## src/rtl/dmem_arbiter_if.sv

```systemverilog
// Bundle of both requester ports and the data-memory port of the arbiter.
// Latency: none, wires only.
// Backpressure: requesters hold req until gnt; the memory side never stalls.
interface dmem_arbiter_if #(
    parameter int ADDR_W = 6,
    parameter int DATA_W = 32
);
    // Requester port 0 (load/store unit)
    logic              req0;
    logic              we0;
    logic [ADDR_W-1:0] addr0;
    logic [DATA_W-1:0] wdata0;
    logic              gnt0;
    logic              done0;
    logic [DATA_W-1:0] rdata0;

    // Requester port 1 (debug / DMA loader)
    logic              req1;
    logic              we1;
    logic [ADDR_W-1:0] addr1;
    logic [DATA_W-1:0] wdata1;
    logic              gnt1;
    logic              done1;
    logic [DATA_W-1:0] rdata1;

    // Single-ported data memory
    logic              mem_read;
    logic              mem_write;
    logic [ADDR_W-1:0] mem_addr;
    logic [DATA_W-1:0] mem_wdata;
    logic [DATA_W-1:0] mem_rdata;

    // Arbiter side
    modport slave (
        input  req0, we0, addr0, wdata0,
        output gnt0, done0, rdata0,
        input  req1, we1, addr1, wdata1,
        output gnt1, done1, rdata1,
        output mem_read, mem_write, mem_addr, mem_wdata,
        input  mem_rdata
    );

    // Requester / memory-model side
    modport master (
        output req0, we0, addr0, wdata0,
        input  gnt0, done0, rdata0,
        output req1, we1, addr1, wdata1,
        input  gnt1, done1, rdata1,
        input  mem_read, mem_write, mem_addr, mem_wdata,
        output mem_rdata
    );
endinterface

```

## src/rtl/dmem_arbiter.sv

```systemverilog
// Two-port round-robin arbiter in front of a single-ported word-addressed data memory.
// Latency: gnt one cycle after the req is sampled, done/rdata two cycles after; one access per 2 cycles.
// Backpressure: requests are only sampled in IDLE; a requester holds req/we/addr/wdata until its gnt.
module dmem_arbiter #(
    parameter int ADDR_W = 6,
    parameter int DATA_W = 32
) (
    input  logic           clk,
    input  logic           rst,
    dmem_arbiter_if.slave  bus
);

    typedef enum logic {
        IDLE = 1'b0,
        BUSY = 1'b1
    } state_t;

    state_t            state_q;
    logic              cmd_port_q;
    logic              cmd_we_q;
    logic [ADDR_W-1:0] cmd_addr_q;
    logic [DATA_W-1:0] cmd_wdata_q;
    logic              last_port_q;

    logic              gnt0_q;
    logic              gnt1_q;
    logic              done0_q;
    logic              done1_q;
    logic [DATA_W-1:0] rdata0_q;
    logic [DATA_W-1:0] rdata1_q;

    logic              any_req_d;
    logic              win_port_d;
    logic              win_we_d;
    logic [ADDR_W-1:0] win_addr_d;
    logic [DATA_W-1:0] win_wdata_d;

    // Winner selection: a lone requester wins, a contested cycle goes to the port that was not served last
    always_comb begin
        any_req_d   = bus.req0 | bus.req1;
        win_port_d  = 1'b0;
        if (bus.req0 && bus.req1) begin
            win_port_d = ~last_port_q;
        end else begin
            win_port_d = bus.req1;
        end
        win_we_d    = win_port_d ? bus.we1    : bus.we0;
        win_addr_d  = win_port_d ? bus.addr1  : bus.addr0;
        win_wdata_d = win_port_d ? bus.wdata1 : bus.wdata0;
    end

    // Access sequencer: latch the winner in IDLE, complete it in BUSY; all handshake outputs registered
    always_ff @(posedge clk or posedge rst) begin
        if (rst) begin
            state_q     <= IDLE;
            cmd_port_q  <= 1'b0;
            cmd_we_q    <= 1'b0;
            cmd_addr_q  <= '0;
            cmd_wdata_q <= '0;
            last_port_q <= 1'b1;
            gnt0_q      <= 1'b0;
            gnt1_q      <= 1'b0;
            done0_q     <= 1'b0;
            done1_q     <= 1'b0;
            rdata0_q    <= '0;
            rdata1_q    <= '0;
        end else begin
            gnt0_q  <= 1'b0;
            gnt1_q  <= 1'b0;
            done0_q <= 1'b0;
            done1_q <= 1'b0;
            case (state_q)
                IDLE: begin
                    if (any_req_d) begin
                        cmd_port_q  <= win_port_d;
                        cmd_we_q    <= win_we_d;
                        cmd_addr_q  <= win_addr_d;
                        cmd_wdata_q <= win_wdata_d;
                        last_port_q <= win_port_d;
                        if (win_port_d) begin
                            gnt1_q <= 1'b1;
                        end else begin
                            gnt0_q <= 1'b1;
                        end
                        state_q <= BUSY;
                    end
                end
                BUSY: begin
                    // Read data is captured only for reads; writes leave the port's rdata alone
                    if (cmd_port_q) begin
                        done1_q <= 1'b1;
                        if (!cmd_we_q) begin
                            rdata1_q <= bus.mem_rdata;
                        end
                    end else begin
                        done0_q <= 1'b1;
                        if (!cmd_we_q) begin
                            rdata0_q <= bus.mem_rdata;
                        end
                    end
                    state_q <= IDLE;
                end
                default: begin
                    state_q <= IDLE;
                end
            endcase
        end
    end

    // Memory drive is decoded from state so a reset during BUSY drops a pending write at once
    always_comb begin
        bus.mem_read  = 1'b0;
        bus.mem_write = 1'b0;
        bus.mem_addr  = '0;
        bus.mem_wdata = '0;
        if (state_q == BUSY) begin
            bus.mem_read  = ~cmd_we_q;
            bus.mem_write = cmd_we_q;
            bus.mem_addr  = cmd_addr_q;
            bus.mem_wdata = cmd_wdata_q;
        end
    end

    assign bus.gnt0   = gnt0_q;
    assign bus.gnt1   = gnt1_q;
    assign bus.done0  = done0_q;
    assign bus.done1  = done1_q;
    assign bus.rdata0 = rdata0_q;
    assign bus.rdata1 = rdata1_q;

endmodule

```

## src/flat_wrapper.sv

```systemverilog
// flat-port wrapper written by rule: the top's interface ports become plain ports
module dmem_arbiter_flat 
#(
    parameter int ADDR_W = 6,
    parameter int DATA_W = 32
)
  (clk, rst, bus_req0, bus_we0, bus_addr0, bus_wdata0, bus_gnt0, bus_done0, bus_rdata0, bus_req1, bus_we1, bus_addr1, bus_wdata1, bus_gnt1, bus_done1, bus_rdata1, bus_mem_read, bus_mem_write, bus_mem_addr, bus_mem_wdata, bus_mem_rdata);
  dmem_arbiter_if #(.ADDR_W(ADDR_W), .DATA_W(DATA_W)) bus_i ();
  input  logic clk;
  input  logic rst;
  input wire logic [$bits(bus_i.req0)-1:0] bus_req0;
  input wire logic [$bits(bus_i.we0)-1:0] bus_we0;
  input wire logic [$bits(bus_i.addr0)-1:0] bus_addr0;
  input wire logic [$bits(bus_i.wdata0)-1:0] bus_wdata0;
  output wire logic [$bits(bus_i.gnt0)-1:0] bus_gnt0;
  output wire logic [$bits(bus_i.done0)-1:0] bus_done0;
  output wire logic [$bits(bus_i.rdata0)-1:0] bus_rdata0;
  input wire logic [$bits(bus_i.req1)-1:0] bus_req1;
  input wire logic [$bits(bus_i.we1)-1:0] bus_we1;
  input wire logic [$bits(bus_i.addr1)-1:0] bus_addr1;
  input wire logic [$bits(bus_i.wdata1)-1:0] bus_wdata1;
  output wire logic [$bits(bus_i.gnt1)-1:0] bus_gnt1;
  output wire logic [$bits(bus_i.done1)-1:0] bus_done1;
  output wire logic [$bits(bus_i.rdata1)-1:0] bus_rdata1;
  output wire logic [$bits(bus_i.mem_read)-1:0] bus_mem_read;
  output wire logic [$bits(bus_i.mem_write)-1:0] bus_mem_write;
  output wire logic [$bits(bus_i.mem_addr)-1:0] bus_mem_addr;
  output wire logic [$bits(bus_i.mem_wdata)-1:0] bus_mem_wdata;
  input wire logic [$bits(bus_i.mem_rdata)-1:0] bus_mem_rdata;
  assign bus_i.req0 = bus_req0;
  assign bus_i.we0 = bus_we0;
  assign bus_i.addr0 = bus_addr0;
  assign bus_i.wdata0 = bus_wdata0;
  assign bus_gnt0 = bus_i.gnt0;
  assign bus_done0 = bus_i.done0;
  assign bus_rdata0 = bus_i.rdata0;
  assign bus_i.req1 = bus_req1;
  assign bus_i.we1 = bus_we1;
  assign bus_i.addr1 = bus_addr1;
  assign bus_i.wdata1 = bus_wdata1;
  assign bus_gnt1 = bus_i.gnt1;
  assign bus_done1 = bus_i.done1;
  assign bus_rdata1 = bus_i.rdata1;
  assign bus_mem_read = bus_i.mem_read;
  assign bus_mem_write = bus_i.mem_write;
  assign bus_mem_addr = bus_i.mem_addr;
  assign bus_mem_wdata = bus_i.mem_wdata;
  assign bus_i.mem_rdata = bus_mem_rdata;
  dmem_arbiter #(.ADDR_W(ADDR_W), .DATA_W(DATA_W)) u_core (.clk(clk), .rst(rst), .bus(bus_i));
endmodule
```

## config.mk

```make
export PLATFORM = sky130hd
export DESIGN_NAME = dmem_arbiter_flat
export DESIGN_NICKNAME = d
export VERILOG_FILES = /design/src/rtl/dmem_arbiter_if.sv /design/src/rtl/dmem_arbiter.sv /design/src/flat_wrapper.sv
export SDC_FILE = /design/constraint.sdc
export NUM_CORES = 1
export LEC_CHECK = 0
export ABC_CLOCK_PERIOD_IN_PS = 3550
export CAP_MARGIN = 20
export CORE_MARGIN = 4
export CORE_UTILIZATION = 41
export CTS_CLUSTER_SIZE = 12
export DETAILED_ROUTE_END_ITERATION = 12
export PLACE_DENSITY = 0.81
export SLEW_MARGIN = 20
export SYNTH_ARGS = -nofsm -noshare
export SYNTH_HDL_FRONTEND = slang
export SYNTH_SLANG_ARGS = --single-unit
```

## constraint.sdc

```tcl
create_clock -name clk -period 3.55 [get_ports clk]
set_input_delay 0.355 -clock clk [delete_from_list [all_inputs] [get_ports clk]]
set_output_delay 0.355 -clock clk [all_outputs]
set_load 0.01 [all_outputs]
```

Yosys cells after proc, flatten, opt, wreduce, memory -nomap -nowiden
Index checks and enable logic that the tools add are counted.
{"block": "word_totals", "regBits": 110, "in_bits": 114, "output_inout_bits": 108, "word_cells": 41}
{"block": "op_classes", "n_bitwise": 5, "reduce_logical": 4, "n_mux": 20}
{"operator": "two-way mux 32 bit", "n": 2}
{"operator": "two-way mux 1 bit", "n": 15}
{"operator": "two-way mux 6 bit", "n": 2}
{"operator": "AND reduction 3 bit", "n": 2}
{"operator": "inverter 1 bit", "n": 4}
{"operator": "one-hot mux 1 bit (2 select lines)", "n": 1}
{"operator": "AND reduction 2 bit", "n": 1}
{"operator": "logical AND 1 bit", "n": 1}
{"operator": "bitwise OR 1 bit", "n": 1}

Depth between registers and ports, before layout
Gate-level depths: netlist (run 1).
{"block": "depth", "ltp_word": 5, "depth_mapped": 6, "mapped_depth_nobuf": 4}

Worst setup path after synthesis (run 1)
No wires, ideal clock.
{"block": "synth_timing", "path_kind": "flip-flop to flip-flop", "from": "reg u_core.state_q", "to": "reg u_core.rdata0_q[0] (netlist: u_core.bus.rdata0[0])", "path_stages_with_launch": 7, "setup_time_ns": 0.125, "required_ns": 3.425, "arrival_ns": 1.336, "slack_ns": 2.088, "synth_period_minus_slack_ns": 1.462, "n_path_buf": 3, "path_cell_list": "dfrtp_1 > buf_6 > nor2b_4 > nor2b_4 > buf_6 > buf_8 > mux2_4"}
{"block": "synth_between", "elab_chain_cells": 1}
{"element": "from (decl)", "line": "dmem_arbiter.sv:18", "rtl": "state_t state_q;"}
{"element": "from (signal assigned)", "line": "dmem_arbiter.sv:55", "rtl": "state_q <= IDLE;"}
{"element": "from (signal assigned)", "line": "dmem_arbiter.sv:85", "rtl": "state_q <= BUSY;"}
{"element": "from (signal assigned)", "line": "dmem_arbiter.sv:101", "rtl": "state_q <= IDLE;"}
{"element": "AND reduction 3 bit (no line)"}
{"element": "to (signal assigned)", "line": "dmem_arbiter.sv:98", "rtl": "rdata0_q <= bus.mem_rdata;"}
{"element": "to (decl)", "line": "dmem_arbiter.sv:29", "rtl": "logic [DATA_W-1:0] rdata0_q;"}
Every way passes these cells.
A chain may end at the register's enable or synchronous reset.

Worst setup path after layout (run 1)
{"block": "layout_timing", "from": "reg u_core.state_q", "to": "out bus_mem_wdata[26]"}
{"block": "layout_between", "elab_chain_cells": 1}
{"element": "two-way mux 32 bit", "line": "dmem_arbiter.sv:116", "rtl": "if (state_q == BUSY) begin"}
{"element": "to (decl)", "line": "flat_wrapper.sv:28", "rtl": "output wire logic [$bits(bus_i.mem_wdata)-1:0] bus_mem_wdata;"}
Every way passes these cells.

==> impl_metrics.tcl, run 1 <==
set metrics [dict create \
    p_int_mw 3.58 \
    wire_per_inst_um 18.6 \
    synth_top_area_frac 0.577 \
    cts_tree "built" \
    vdd_drop_max_v 0.000462 \
    cts_buffers 9 \
    diodes 0 \
    final_cells 686 \
    fillerInstances 840 \
    ys_ff_latch 110 \
    clk_path_buf_depth 2 \
    finClkSkew_ns 0.00528 \
    swShare 0.287 \
    vias 3489 \
    synth_top_area_cell "dfrtp_1" \
    max_slew_margin 0.352 \
    ys_types 23 \
    grt_pass1_vias 3814 \
    combPwrFrac 0.419 \
    cp.arrival_ns 2.07 \
    hold_path_class "in2async" \
    clock-sinks 110 \
    reg2reg_from "u_core.state_q" \
    power.share.clock 0.181 \
    start_util 0.427 \
    clockRootBuffer "clkbuf_16" \
    rsz0062_at_grt "no" \
    outcome "complete, no violations" \
    die_area_sq_um 13300 \
    holdBufCountCts 0 \
    synthTopCellsByArea "dfrtp_1 58%, and2_1 9.9%, mux2_4 9.5%, a221o_1 8.0%, mux2_2 7.4%" \
    firstDrtPassIters 4 \
    ff2ff_path_depth 4 \
    r2r_end "u_core.cmd_wdata_q[25]" \
    yosys_warnings 0 \
    wl_um 12700 \
    dp_cells 671 \
    rrSetupSlack_ns 1.38 \
    core_sq_um 11100 \
    layout_min_cycle_time_ns 2.43 \
    grt_max_degree 68 \
    clock_latency_ns 0.34 \
    cp_max_fo 30 \
    cts_resized 0 \
    start_kind "register" \
    syn_inst 330 \
    ctsHtreeMaxLevel 3 \
    drive_above_1_share 0.163 \
    switchingPower_mw 1.44 \
    setup_tns_ns 0 \
    viasPerCell 5.09 \
    port_buffers 221 \
    setup_viol 0 \
    area_growth_pct 54.4 \
    syn_nets 444 \
    drtIter0Drc 238 \
    post-cts-setup-buffer-count 0 \
    syn_area_sq_um 4730 \
    p_total_mw 5.02 \
    leakagePower_nw 3.08 \
    drv_slew 0 \
    endpoint_kind "output pin" \
    num_io_pins 222 \
    synth.avg_cell_area_sq_um 14.3 \
    grt_first_pass_wirelength_um 19900 \
    die_w_um 115 \
    max-cap-violations 0 \
    fmax_ghz 0.412 \
    grt_overflow 0 \
    yosysSeqAreaShare 0.583 \
    die_h_um 115 \
    clk_pin_slew_ns 0.07 \
    worstMarginPinSlew_ns 0.969 \
    p_seq_frac 0.399 \
    antenna_found_initial 0 \
    hold_viol 0 \
    crit_type "reg2out" \
    nNetsFinal 656 \
    worstPathRequired_ns 3.19 \
    hold_ws_ns 0.422 \
    multi_input_area_sq_um 1840 \
    p_per_area_nw_per_um2 687 \
    postRouteAntennaNets 0 \
    fin_crit_sh 0.684 \
    dp_hpwl_um 9310 \
    ff_latch_area_sq_um 2750 \
    drcViolationCount 0 \
    place_congestion 0.790 \
    track_usage 0.193 \
    fp-row-count 38 \
]
[cell usage in the layout (no fill, tap or decap), types with 2 or more instances in the layout]
cell	count
a221o_1	38
nor2b_1	2
clkdlybuf4s50_1	221
and2_0	3
clkinv_4	2
nor2b_4	2
and2_1	75
clkbuf_16	9
mux2_1	3
a21o_1	2
mux2_4	30
mux2_2	31
dfrtp_1	109
clkinv_2	3
buf_4	3
[metal layers]
layer  vias up  share of wire  global-route usage
met1      1708           0.42               0.239
met4         0          0.018              0.0759
met3        14          0.097              0.0563
li1       1596              -                   -
met2       171           0.47               0.317
met5         -              0                   0
[final cells by class]
type / instances / area share
Multi-Input combinational cell: 194 / 0.252
Inverter: 2 / 0.00137
Clock inverter: 6 / 0.00549
Timing Repair Buffer: 225 / 0.309
Sequential cell: 110 / 0.377
Tap cell: 140 / 0.0240
Clock buffer: 9 / 0.0309
[synth_stat cells]
cell type    n
nor2_1       2
clkbuf_1    10
a21o_1       2
nand2_2      1
mux2_2      31
inv_1        2
mux2_1       3
buf_6        2
a21bo_2      1
buf_2        9
and2_0       3
dfrtp_1    109
and2_1      75
nor3b_2      1
o21bai_1     1
buf_8        3
mux2_4      30
a221o_1     38
nor2b_1      2
a21oi_1      1
dfstp_2      1
nor2b_4      2
mux2i_1      1
[worst max-delay path by stage]
stage / startpoint / end / cells past startpoint
6_report: u_core.state_q / bus_mem_wdata[26] / 3
4_1_cts: u_core.state_q / bus_mem_wdata[26] / 3
3_3_place_gp: bus_req1 / u_core.cmd_we_q / 5
3_5_place_dp: bus_req1 / u_core.cmd_wdata_q[25] / 5
5_1_grt: u_core.state_q / bus_mem_wdata[26] / 3
2_1_floorplan: rst / u_core.bus.done0 / 1
[registers in the layout, indices dropped and copies added, names as in the netlist]
signal	flops
u_core.bus.rdata0	32
u_core.bus.rdata1	32
u_core.cmd_wdata_q	32
u_core.cmd_addr_q	6
u_core.bus.done0	1
u_core.bus.done1	1
u_core.bus.gnt0	1
u_core.bus.gnt1	1
u_core.cmd_port_q	1
u_core.cmd_we_q	1
u_core.last_port_q	1
u_core.state_q	1
[power groups by stage]
| stage | clock network, mW | logic, mW | registers, mW |
|---|---|---|---|
| 3_5_place_dp | 0 | 2.13 | 2.02 |
| 2_1_floorplan | 0 | 0.777 | 2.15 |
| 5_1_grt | 0.995 | 2.25 | 2.06 |
| 3_3_place_gp | 0 | 2.09 | 1.99 |
| 6_report | 0.910 | 2.10 | 2.00 |
| 4_1_cts | 0.939 | 2.14 | 2.00 |
[logic make-up (layout without fill, tap and decap cells)]
group / after synthesis / in the layout / synth area share
AOI/OAI and AO/OA: 43 / 43 / 0.0884
muxes: 65 / 65 / 0.178
DFF: 110 / 110 / 0.583
buffers and inverters: 26 / 242 / 0.0334
and+or+nand+nor: 86 / 86 / 0.117
[stage by stage]
step | cell area (sq um) | utilization | setup slack, ns
finish | 7300 | 0.659 | 1.12
floorplan | 4730 | - | 0.294
global route | 7300 | 0.659 | 0.966
global placement | 7030 | 0.634 | 1.22
detailed placement | 7030 | 0.635 | 1.19
CTS | 7300 | 0.659 | 1.05
[critical path, stage by stage (launching register included)]
cell and delay, ns:
dfrtp_1 0.59, buf_4 0.37, and2_1 0.20, clkdlybuf4s50_1 0.56
(Power assumes the default switching activity.)
==> run 2, diff against run 1 <==
--- a/config.mk
+++ b/config.mk
@@ -5,7 +5,7 @@
 export SDC_FILE = /design/constraint.sdc
 export NUM_CORES = 1
 export LEC_CHECK = 0
-export ABC_CLOCK_PERIOD_IN_PS = 3550
+export ABC_CLOCK_PERIOD_IN_PS = 2490
 export CAP_MARGIN = 20
 export CORE_MARGIN = 4
 export CORE_UTILIZATION = 41
==> constraint.sdc (replaced) <==
create_clock -name clk -period 2.49 [get_ports clk]
set_input_delay 0.249 -clock clk [delete_from_list [all_inputs] [get_ports clk]]
set_output_delay 0.249 -clock clk [all_outputs]
set_load 0.01 [all_outputs]
==> impl_metrics.tcl, run 2 (synthesis gave the netlist of run 1 again) <==
set metrics [dict create \
    outcome "complete, no violations" \
    antenna_found_initial 0 \
    clockRootBuffer "clkbuf_16" \
    p_per_area_nw_per_um2 1010 \
    setup_tns_ns 0 \
    hold_viol 0 \
    area_growth_pct 57.4 \
    rsz0062_at_grt "no" \
    p_seq_frac 0.377 \
    cp_top_family "buffers and inverters" \
    core_sq_um 11100 \
    switchingPower_mw 2.09 \
    clk_pin_slew_ns 0.07 \
    place_congestion 0.799 \
    crit_chain "buf_4 -> and2_1 -> clkdlybuf4s50_1" \
    num_io_pins 222 \
    drtIter0Drc 178 \
    start_kind "register" \
    grt_first_pass_wirelength_um 20400 \
    ctsHtreeMaxLevel 3 \
    start_util 0.427 \
    finClkSkew_ns 0.00739 \
    reg2reg_from "u_core.state_q" \
    diodes 0 \
    p_total_mw 7.55 \
    vdd_drop_max_v 0.000725 \
    drv_slew 0 \
    wire_per_inst_um 18.4 \
    drive_above_1_share 0.175 \
    grt_pass1_vias 3961 \
    postRouteAntennaNets 0 \
    fmax_ghz 0.459 \
    crit_cells 3 \
    die_w_um 115 \
    max-cap-violations 0 \
    grt_max_degree 42 \
    port_buffers 221 \
    viasPerCell 5.11 \
    final_common_cell "clkdlybuf4s50_1" \
    critPathMaxStageDelay_ns 0.55 \
    hold_path_class "in2async" \
    worstSetupStartpoint "u_core.state_q" \
    cts_resized 0 \
    critical-path-slowest-cell "dfrtp_1" \
    firstDrtPassIters 4 \
    endpoint_kind "output pin" \
    cts_buffers 9 \
    fin_crit_sh 0.875 \
    combPwrFrac 0.401 \
    power.share.clock 0.222 \
    holdBufCountCts 0 \
    worstMarginPinSlew_ns 0.734 \
    swShare 0.277 \
    nNetsFinal 663 \
    wl_um 12800 \
    layout_min_cycle_time_ns 2.18 \
    post-cts-setup-buffer-count 0 \
    grt_overflow 0 \
    worstPathRequired_ns 2.24 \
    layout_common_cells "221 x clkdlybuf4s50_1, 109 x dfrtp_1, 75 x and2_1, 38 x a221o_1, 31 x mux2_2" \
    fp-row-count 38 \
    crit_type "reg2out" \
    cp_max_fo 23 \
    cts_tree "built" \
    drcViolationCount 0 \
    setup_viol 0 \
    vias 3545 \
    p_int_mw 5.46 \
    clk_path_buf_depth 2 \
    leakagePower_nw 3.15 \
    clock-sinks 110 \
    die_area_sq_um 13300 \
    cp.arrival_ns 1.93 \
    path_buf_inv 2 \
    clock_latency_ns 0.34 \
    max_slew_margin 0.510 \
    dp_hpwl_um 9430 \
    track_usage 0.195 \
    die_h_um 115 \
    ff2ff_path_depth 4 \
]
run 2: changes by cell type in the layout (fill, tap and decap cells not counted), sizes merged:
cell / before / now
clkinvlp: 1 / 2
inv: 2 / 3
buf: 4 / 11
bufinv: 0 / 3
clkinv: 5 / 0
clkbuf: 9 / 10
run 2: power groups by stage:
stage               logic (mW)  clock network (mW)  registers (mW)
finish                    3.03                1.68            2.85
global route              3.21                1.78            2.94
CTS                       3.07                1.71            2.86
detailed placement        3.05                   0            2.88
global placement          2.99                   0            2.84
floorplan                 1.11                   0            3.07
run 2: worst paths after layout:
kind	endpoint	slack, ns
max in group asynchronous	u_core.bus.rdata0[23]	1.40
min reg2reg	u_core.bus.rdata1[3]	0.51
min in group clk	u_core.bus.rdata1[3]	0.51
min	u_core.bus.rdata0[17]	0.38
max	bus_mem_addr[5]	0.31
max reg2reg	u_core.bus.rdata0[29]	0.74
run 2: metal layers:
metal,GRT usage,up-vias,share of wire
met2,0.324,163,0.47
met1,0.249,1751,0.43
met3,0.0526,16,0.086
li1,-,1615,-
met5,0,-,0
met4,0.0587,0,0.016
run 2: metrics by stage:
step | cells | util | setup slack (ns) | hold WS, ns | instance area, sq um
detailed placement | 678 | 0.640 | 0.619 | 0.492 | 7090
global placement | 678 | 0.640 | 0.685 | 0.473 | 7090
CTS | 694 | 0.672 | 0.263 | 0.403 | 7440
global route | 694 | 0.672 | 0.178 | 0.439 | 7440
floorplan | 330 | - | 0.912 | 0.381 | 4730
finish | 694 | 0.672 | 0.312 | 0.378 | 7440
run 2: layout make-up:
class	count	area, sq um
clock buffer	10	239
clock inverter	6	115
fill	818	3640
inverter	2	11.3
multi-input combinational	194	1830
sequential	110	2750
tap	140	175
timing repair buffer	232	2320
